`src/rtl/counter_down_timer_pkg.sv`:
```
// Shared types and constants for the programmable down-counting timer.
package counter_down_timer_pkg;

  localparam int DEFAULT_WIDTH      = 8;
  localparam int DEFAULT_PRESCALE_W = 8;

  localparam logic MODE_ONESHOT  = 1'b0;
  localparam logic MODE_PERIODIC = 1'b1;

  typedef enum logic {
    IDLE = 1'b0,
    RUN  = 1'b1
  } state_t;

endpackage

```
`src/rtl/timer_prescaler.sv`:
```
// Clock divider for the down timer: one tick every prescale+1 enabled cycles.
module timer_prescaler
  import counter_down_timer_pkg::*;
#(
  parameter int PRESCALE_W = DEFAULT_PRESCALE_W
) (
  input  logic                  clk,
  input  logic                  rst,
  input  logic                  enable,
  input  logic                  clear,
  input  logic [PRESCALE_W-1:0] prescale,
  output logic                  tick
);

  logic [PRESCALE_W-1:0] cnt;
  logic                  wrap;

  // >= rather than == so lowering prescale mid-run never strands the counter above it
  assign wrap = (cnt >= prescale);
  assign tick = enable && !clear && wrap;

  always_ff @(posedge clk) begin
    if (!rst) begin
      cnt <= '0;
    end else if (clear) begin
      cnt <= '0;
    end else if (enable) begin
      cnt <= wrap ? '0 : cnt + 1'b1;
    end
  end

endmodule

```
`src/rtl/counter_down_timer.sv`:
```
// Loadable down timer with prescaler, one-shot/periodic modes and a registered tc pulse.
//   state | meaning
//   IDLE  | count holds, prescaler frozen, busy = 0
//   RUN   | prescaler counting, count decrements on each tick, busy = 1
module counter_down_timer
  import counter_down_timer_pkg::*;
#(
  parameter int WIDTH      = DEFAULT_WIDTH,
  parameter int PRESCALE_W = DEFAULT_PRESCALE_W
) (
  input  logic                  clk,
  input  logic                  rst,
  input  logic                  load,
  input  logic [WIDTH-1:0]      data,
  input  logic                  start,
  input  logic                  stop,
  input  logic                  periodic,
  input  logic [PRESCALE_W-1:0] prescale,
  output logic [WIDTH-1:0]      count,
  output logic                  busy,
  output logic                  tc
);

  state_t           state, state_n;
  logic [WIDTH-1:0] count_n;
  logic [WIDTH-1:0] reload, reload_n;
  logic             mode, mode_n;
  logic             tc_n;
  logic             tick;
  logic             start_acc;

  assign start_acc = start && !stop;

  timer_prescaler #(
    .PRESCALE_W(PRESCALE_W)
  ) u_prescaler (
    .clk     (clk),
    .rst     (rst),
    .enable  ((state == RUN) && !stop),
    .clear   (start_acc),
    .prescale(prescale),
    .tick    (tick)
  );

  always_ff @(posedge clk) begin
    if (!rst) begin
      state  <= IDLE;
      count  <= '0;
      reload <= '0;
      mode   <= MODE_ONESHOT;
      tc     <= 1'b0;
    end else begin
      state  <= state_n;
      count  <= count_n;
      reload <= reload_n;
      mode   <= mode_n;
      tc     <= tc_n;
    end
  end

  always_comb begin
    state_n  = state;
    count_n  = count;
    reload_n = reload;
    mode_n   = mode;
    tc_n     = 1'b0;
    if (stop) begin
      state_n = IDLE;
    end else begin
      if (load) begin
        count_n  = data;
        reload_n = data;
      end
      if (start_acc) begin
        state_n = RUN;
        mode_n  = periodic;
      end else if (tick && !load) begin
        if (count != '0) begin
          count_n = count - 1'b1;
        end else begin
          tc_n = 1'b1;
          if (mode == MODE_PERIODIC) begin
            count_n = reload;
          end else begin
            state_n = IDLE;
          end
        end
      end
    end
  end

  assign busy = (state == RUN);

endmodule

```
`config.mk`:
```
export PLATFORM = sky130hd
export DESIGN_NAME = counter_down_timer
export DESIGN_NICKNAME = d
export VERILOG_FILES = /design/src/rtl/counter_down_timer_pkg.sv /design/src/rtl/timer_prescaler.sv /design/src/rtl/counter_down_timer.sv
export SDC_FILE = /design/constraint.sdc
export NUM_CORES = 1
export LEC_CHECK = 0
export ABC_AREA = 0
export CAP_MARGIN = 20
export CORE_MARGIN = 2
export CORE_UTILIZATION = 50
export DETAILED_ROUTE_END_ITERATION = 10
export MAX_ROUTING_LAYER = met4
export PLACE_DENSITY = 0.84
export SLEW_MARGIN = 10
export SYNTH_ARGS = -nofsm -noshare
export SYNTH_HDL_FRONTEND = slang
export SYNTH_SLANG_ARGS = --single-unit
```
`constraint.sdc`:
```
create_clock -name clk -period 2.5 [get_ports clk]
set_input_delay 0.375 -clock clk [delete_from_list [all_inputs] [get_ports clk]]
set_output_delay 0.375 -clock clk [all_outputs]
set_load 0.01 [all_outputs]
```
Yosys cells after proc, flatten, opt, wreduce, memory -nomap -nowiden
Cells that the tools add are included.
{ "totals": {"out_inout_bits": 10, "word_cells": 41, "register_bits": 27} }
{ "op_classes": {"reduce_logical": 16, "n_eq_ne": 2, "n_addsub": 2, "n_bitwise": 3, "n_mux": 11, "order_cmp": 1} }
{ "ops": {"columns": ["op", "n"], "rows": [
  ["$mux 8", 6],
  ["$add 8x1->8 const B", 1],
  ["$ge 8x8->1", 1],
  ["$reduce_bool 8->1", 1],
  ["$sub 8x1->8 const B", 1],
  ["$logic_and 1x1->1", 5],
  ["$mux 1", 5],
  ["$ne 2x1->1 const B", 2],
  ["$reduce_and 2->1", 2],
  ["$reduce_or 2->1", 2],
  ["$reduce_or 4->1", 1],
  ["$logic_not 1->1", 3],
  ["$not 1->1", 3],
  ["$reduce_and 3->1", 1],
  ["$reduce_bool 2->1", 1]
]} }

Depth between registers and ports, before layout
Gate-level depths: netlist of run 1.
{ "depth": {"depth_word": 8, "depth_mapped": 8} }

Modules after synthesis
From an unflattened synthesis of run 1, not the netlist that was laid out.
{ "hier_totals": {"cells_unflattened": 232, "area_unflattened_um2": 1854.3} }
{ "modules_own_cells": {"columns": ["mod", "instances", "area_per_inst_um2", "cells_per_inst", "seq_area_each_um2"], "rows": [
  ["counter_down_timer", 1, 1261.2, 165, 380.4],
  ["timer_prescaler", 1, 593.1, 67, 160.2]
]} }

Least setup slack after synthesis of run 1
OpenSTA, ideal clock, no wires.
{ "synth_path": {"path_type": "register to register", "startpoint": "register u_prescaler.cnt[0]", "endpoint": "register count[0]", "path_buffers": 0, "setup_slack_ps": 326, "arrival_time_ps": 2053, "stages_incl_launch_ff": 8, "required_ps": 2378, "synth_period_minus_slack_ps": 2174, "cell_sequence": "dfxtp_1 -> inv_1 -> ha_1 -> nand2b_1 -> a2111o_1 -> a31oi_2 -> nor3_1 -> o311a_1"} }
{ "synth_between": {"elab_chain_len": 5} }
{ "synth_lines": {"columns": ["item", "line_no", "source"], "rows": [
  ["start: declaration", "timer_prescaler.sv:15", "logic [PRESCALE_W-1:0] cnt;"],
  ["start signal: assignment", "timer_prescaler.sv:28", "cnt <= wrap ? '0 : cnt + 1'b1;"],
  ["$ge 8x8->1", "timer_prescaler.sv:19", "assign wrap = (cnt >= prescale);"],
  ["$logic_and 1x1->1", "timer_prescaler.sv:20", "assign tick = enable && !clear && wrap;"],
  ["$logic_and 1x1->1", "counter_down_timer.sv:77", "end else if (tick && !load) begin"],
  ["$mux 8", "counter_down_timer.sv:77", null],
  ["$mux 8", "counter_down_timer.sv:74", "if (start_acc) begin"],
  ["end signal: assignment", "counter_down_timer.sv:54", "count <= count_n;"],
  ["end: declaration", "counter_down_timer.sv:19", "output logic [WIDTH-1:0] count,"]
]} }
No other way between the ends.
A chain may end at the register's enable or synchronous reset.

Final worst setup path of run 1
{ "layout_path": {"startpoint": "input prescale[0]", "endpoint": "register count[1]"} }
{ "layout_between": {"elab_chain_len": 5} }
{ "layout_lines": {"columns": ["item", "line_no", "source"], "rows": [
  ["start: declaration", "counter_down_timer.sv:18", "input logic [PRESCALE_W-1:0] prescale,"],
  ["$ge 8x8->1", "timer_prescaler.sv:19", null],
  ["$logic_and 1x1->1", "timer_prescaler.sv:20", null],
  ["$logic_and 1x1->1", "counter_down_timer.sv:77", null],
  ["$mux 8", "counter_down_timer.sv:77", null],
  ["$mux 8", "counter_down_timer.sv:74", null]
]} }
No other way between the ends.

==> qor.csv, run 1 <==
metric,value,unit
status,finished clean,
worst-path cell chain,clkdlybuf4s50_1 -> ha_1 -> nand2b_1 -> a2111o_1 -> a31oi_2 -> buf_4 -> nor3_1 -> o311a_1,
routed vias,1660,
Crit. Startpoint,prescale[0],
initial antenna violation count,0,
remaining antenna violation count,0,
synthesis warning total,0,
IO buf count,31,
standby leakage power,0.000918,uW
final wirelength,4270,um
most frequent cells in the layout,"31 x clkdlybuf4s50_1, 27 x dfxtp_1, 14 x inv_1, 14 x nor2_1, 14 x mux2i_1",
Initial Util,0.534,
peak supply drop,0.266,mV
HP Class,register to register,
fin crit period,2.17,ns
hold-fix buffers at CTS,0,
Final Setup Violations,0,
Gate Count Post-Synth,210,
Worst-Margin Slew,0.525,ns
total of max-cap violations,0,
die width,64.4,um
hpwl dp,3210,um
CP startpoint kind,input port,
DRC viols,0,
Crit. End Element,register,
syn_area_per_cell,8.68,um^2
CTS Sinks,27,
max incr delay on CP,0.46,ns
"CTS clk-pin slew, worst paths",0.17,ns
reg2reg setup slack,0.33,ns
CTS Buf Count,3,
Synth top area share,0.296,
core area,3420,um^2
Setup Skew,0.0201,ns
largest area contributor in the netlist,dfxtp_1,
n_diodes,0,
Area contributors post-synth,"dfxtp_1 30%, mux2i_1 7.7%, ha_1 7.5%",
Ports,32,
combinational power share,0.268,
asr flop ratio synth,0,
RSZ-0062 raised after global routing,false,
GPL Wtd Cong,0.857,
H-tree depth,1,
Clk network pwr share,0.218,
CTS tree,done,
clock latency on the worst-skew pair,0.34,ns
Switch Pwr,281,uW
part of the power in registers,0.514,
Die Height,64.4,um
clock root buffer,clkbuf_4,
die footprint,4140,um^2
CP max-delay cell,a2111o_1,
starting DRC count in detailed routing,92,
"Hold Vio Cnt, Final",0,
Rel. slew slack,0.649,
Slew Limit Fails,0,
Worst Hold Margin,0.526,ns
reg2reg start,count[1],
maximum number of pins on one net before global-route repair,20,
ratio of cells with drive above 1 in the final layout,0.106,
drt pass-1 iters,4,
Fmax achieved,0.461,GHz
number of global-route vias before repair,1625,
sequential cell area fraction in the yosys report,0.296,
WP data arrival,2.42,ns
CP max FO,7,
capture point of the worst path,count[1],
CP required,2.75,ns
Mapped Area,1820,um^2
period utilisation layout,0.868,
CTS Buffer Depth,2,
"most common cell after layout, fill and taps aside",clkdlybuf4s50_1,
area grow syn2layout,23.6,%
P per Cell Area,406,nW/um^2
Via density,5.68,
first-pass GRT wire length,7320,um
number of flops mapped to enable cells by yosys,0,
"Distinct cells, synth",50,
P_int,634,uW
detail-routed net length per standard cell,14.6,um
FF-to-FF path depth,7,
GR Overflow Total,0,
Synth Flop Type,dfxtp_1,
Synth Register Bits,27,
Crit Path Class,input port to register,
pre-CTS WS,-0.0391,ns
post-CTS setup buffer count,0,
Total Routing Usage GR,0.226,
nets,280,
syn nets,243,
reg2reg end,count[4],
total negative slack,0,ns
post-CTS sizing,0,
num rows,21,
worst setup margin,0.331,ns
Switching Share,0.307,
-- cells in the mapped netlist (all sizes together), types with 4 or more instances --
cell type and number:
nand3 7, a211oi 4, buf 5, nand2 12, nor2b 12, o21ai 5, dfxtp 27, a21oi 13
o31ai 4, clkbuf 7, xor2 6, nand2b 4, nor3 6, ha 11, nor2 14, xnor2 4
mux2i 14, inv 14
-- layer usage --
layer | vias to the layer above | global-route usage | wire [um]
met5 | - | - | 0
met4 | 0 | 0.0532 | 0
met3 | 0 | 0.0211 | 189
met2 | 52 | 0.387 | 2050
met1 | 775 | 0.288 | 2040
li1 | 833 | - | -
-- per-stage QoR --
stage / power (uW) / instance area (um^2) / util / instances
2_1_floorplan: 631 / 1820 / - / 210
3_3_place_gp: 716 / 2230 / 0.652 / 288
3_5_place_dp: 721 / 2230 / 0.652 / 288
4_1_cts: 920 / 2250 / 0.660 / 292
5_1_grt: 970 / 2250 / 0.660 / 292
6_report: 915 / 2250 / 0.660 / 292
-- kinds of logic after synthesis --
group	after synthesis	synth area share
xor+xnor	10	0.0480
mux	16	0.0892
flops	27	0.297
compound gates	49	0.206
fa+ha+maj	11	0.0755
simple gates	71	0.222
buf+inv	26	0.0631
-- power groups by stage --
| stage | Clock [uW] | Sequential (uW) | Combinational, uW |
|---|---|---|---|
| 6_report | 199 | 470 | 245 |
| 5_1_grt | 227 | 473 | 270 |
| 4_1_cts | 206 | 470 | 244 |
| 3_5_place_dp | 0 | 478 | 243 |
| 3_3_place_gp | 0 | 478 | 237 |
| 2_1_floorplan | 0 | 474 | 157 |
-- critical path, delay by kind of cell --
| family | cells | cell delay, ns |
|---|---|---|
| AOI/OAI and AO/OA | 3 | 0.98 |
| adders and majority gates | 1 | 0.28 |
| and+or+nand+nor | 2 | 0.20 |
| buffers and inverters | 2 | 0.58 |
-- layout make-up --
type,count,area [um^2]
clock inverter,1,5.00
timing repair buffer,44,408
inverter,14,52.6
fill,293,1160
multi-input combinational,157,1170
sequential,27,541
tap,46,57.6
clock buffer,3,22.5
-- worst min path at each step --
stage	start	end	slack (ns)	cells past startpoint
after floorplan	start	tc	0.45	1
after global placement	reload[3]	reload[3]	0.49	2
after detailed placement	reload[5]	reload[5]	0.51	2
after CTS	busy	busy	0.53	2
after global routing	busy	busy	0.55	2
final	busy	busy	0.53	2
-- registers in the layout, indices dropped and copies added (netlist names) --
register and count:
busy 1, count 8, mode 1, reload 8, tc 1, u_prescaler.cnt 8
(Power assumes the default switching activity.)
==> inputs of run 2 (changes only) <==
CAP_MARGIN = not set   (was 20)
clock period = 2.3 ns   (was 2.5 ns; I/O delays follow)
==> run 2 against run 1 <==
Net effect: utilization grew 0.84 points; via count rose by 1.9%; total power is 9.7% higher; clock skew is 0.013 ns lower; clock power increased by 9%; combinational power up 13%; first-iteration DRC count increased by 13%; sequential share of layout area is 0.30 points lower; final cell count increased by 1.4%; global-route usage rose by 0.41 points; routed wire length increased by 1.6%.
==> qor.csv, run 2 (synthesis results as in run 1) <==
metric,value,unit
Final Setup Violations,0,
RSZ-0062 raised after global routing,false,
n_diodes,0,
HP Class,register to register,
reg2reg setup slack,0.20,ns
WP data arrival,2.37,ns
CTS Buf Count,3,
fill count,307,
Total Routing Usage GR,0.230,
CP max FO,7,
most frequent cells in the layout,"31 x clkdlybuf4s50_1, 27 x dfxtp_1, 17 x buf_4",
CP top delay family,compound AO/OA/AOI/OAI gates,
Worst-Margin Slew,0.526,ns
GR Overflow Total,0,
P per Cell Area,440,nW/um^2
CTS Sinks,27,
Die Height,64.4,um
die footprint,4140,um^2
routed vias,1692,
starting DRC count in detailed routing,104,
total of max-cap violations,0,
clock root buffer,clkbuf_4,
Slew Limit Fails,0,
max incr delay on CP,0.46,ns
ratio of cells with drive above 1 in the final layout,0.116,
GPL Wtd Cong,0.868,
H-tree depth,1,
post-CTS sizing,0,
clock latency on the worst-skew pair,0.34,ns
CP max-delay cell,a2111o_1,
area grow syn2layout,25.2,%
hold-fix buffers at CTS,0,
period utilisation layout,0.924,
die width,64.4,um
status,finished clean,
number of global-route vias before repair,1586,
CTS Buffer Depth,2,
IO buf count,31,
first-pass GRT wire length,7270,um
Buf/Inv on CP,2,
worst-path cell chain,clkdlybuf4s50_1 -> ha_1 -> nand2b_1 -> a2111o_1 -> a31oi_2 -> buf_4 -> nor3_1 -> o311a_1,
Rel. slew slack,0.649,
hpwl dp,3270,um
detail-routed net length per standard cell,14.7,um
biggest regs,"count x8, reload x8, u_prescaler.cnt x8",
"CTS clk-pin slew, worst paths",0.14,ns
Crit. End Element,register,
initial antenna violation count,0,
Power Total,1000,uW
"Hold Vio Cnt, Final",0,
drt pass-1 iters,4,
core area,3420,um^2
Via density,5.72,
num rows,21,
remaining antenna violation count,0,
DRC viols,0,
Setup Skew,0.00700,ns
post-route core utilization,0.668,
post-CTS setup buffer count,0,
nets,284,
Fmax achieved,0.471,GHz
standby leakage power,0.000935,uW
peak supply drop,0.421,mV
CTS tree,done,
Crit Path Class,input port to register,
CP required,2.55,ns
"most common cell after layout, fill and taps aside",clkdlybuf4s50_1,
final wirelength,4340,um
Ports,32,
maximum number of pins on one net before global-route repair,20,
Initial Util,0.534,
CP startpoint kind,input port,
fin crit period,2.12,ns
## run 2: cell types whose count changed in the layout (fill, tap and decap cells not counted), sizes merged
cell / delta
buf: +4
clkbuf: +1
clkinv: -1
## run 2: final timing paths
path                                  end          startpoint  cells past startpoint
worst max-delay path             count[1]         prescale[0]                      8
worst min-delay path            reload[7]           reload[7]                      2
worst max register to register   count[1]  u_prescaler.cnt[0]                      8
worst min register to register  reload[7]           reload[7]                      2
## run 2: tightest hold or removal path, stage by stage, from the launching register on
cell and delay, ns:
dfxtp_1 0.35, mux2i_1 0.06, nor2b_1 0.09
## run 2: metrics by stage
stage | setup slack [ns] | instance area (um^2) | setup TNS (ns) | cells | hold slack (ns)
finish | 0.175 | 2280 | 0 | 296 | 0.527
global route | 0.0986 | 2280 | 0 | 296 | 0.567
CTS | 0.184 | 2280 | 0 | 296 | 0.533
detailed placement | -0.194 | 2260 | -1.84 | 292 | 0.498
global placement | -0.172 | 2260 | -1.52 | 292 | 0.496
floorplan | 0.126 | 1820 | 0 | 210 | 0.424
## run 2: power breakdown
| group | internal [uW] | leakage, uW | switching, uW |
|---|---|---|---|
| Clock | 68.4 | 0.0000150 | 148 |
| Combinational | 146 | 0.000700 | 132 |
| Sequential | 486 | 0.000220 | 22.9 |
## run 2: routing by layer
metal / part of all wire / wire, um / global-route usage
met5: 0 / 0 / -
met4: 0.018 / 77 / 0.0904
met3: 0.059 / 256 / 0.0370
met2: 0.46 / 2010 / 0.367
met1: 0.46 / 1990 / 0.291
## run 2: cell type report
| type | instances | area [um^2] | share of cell area |
|---|---|---|---|
| Tap cell | 46 | 57.6 | 0.0252 |
| Inverter | 14 | 52.6 | 0.0230 |
| Sequential cell | 27 | 541 | 0.237 |
| Multi-Input combinational cell | 157 | 1170 | 0.512 |
| Clock buffer | 4 | 26.3 | 0.0115 |
| Timing Repair Buffer | 48 | 438 | 0.192 |
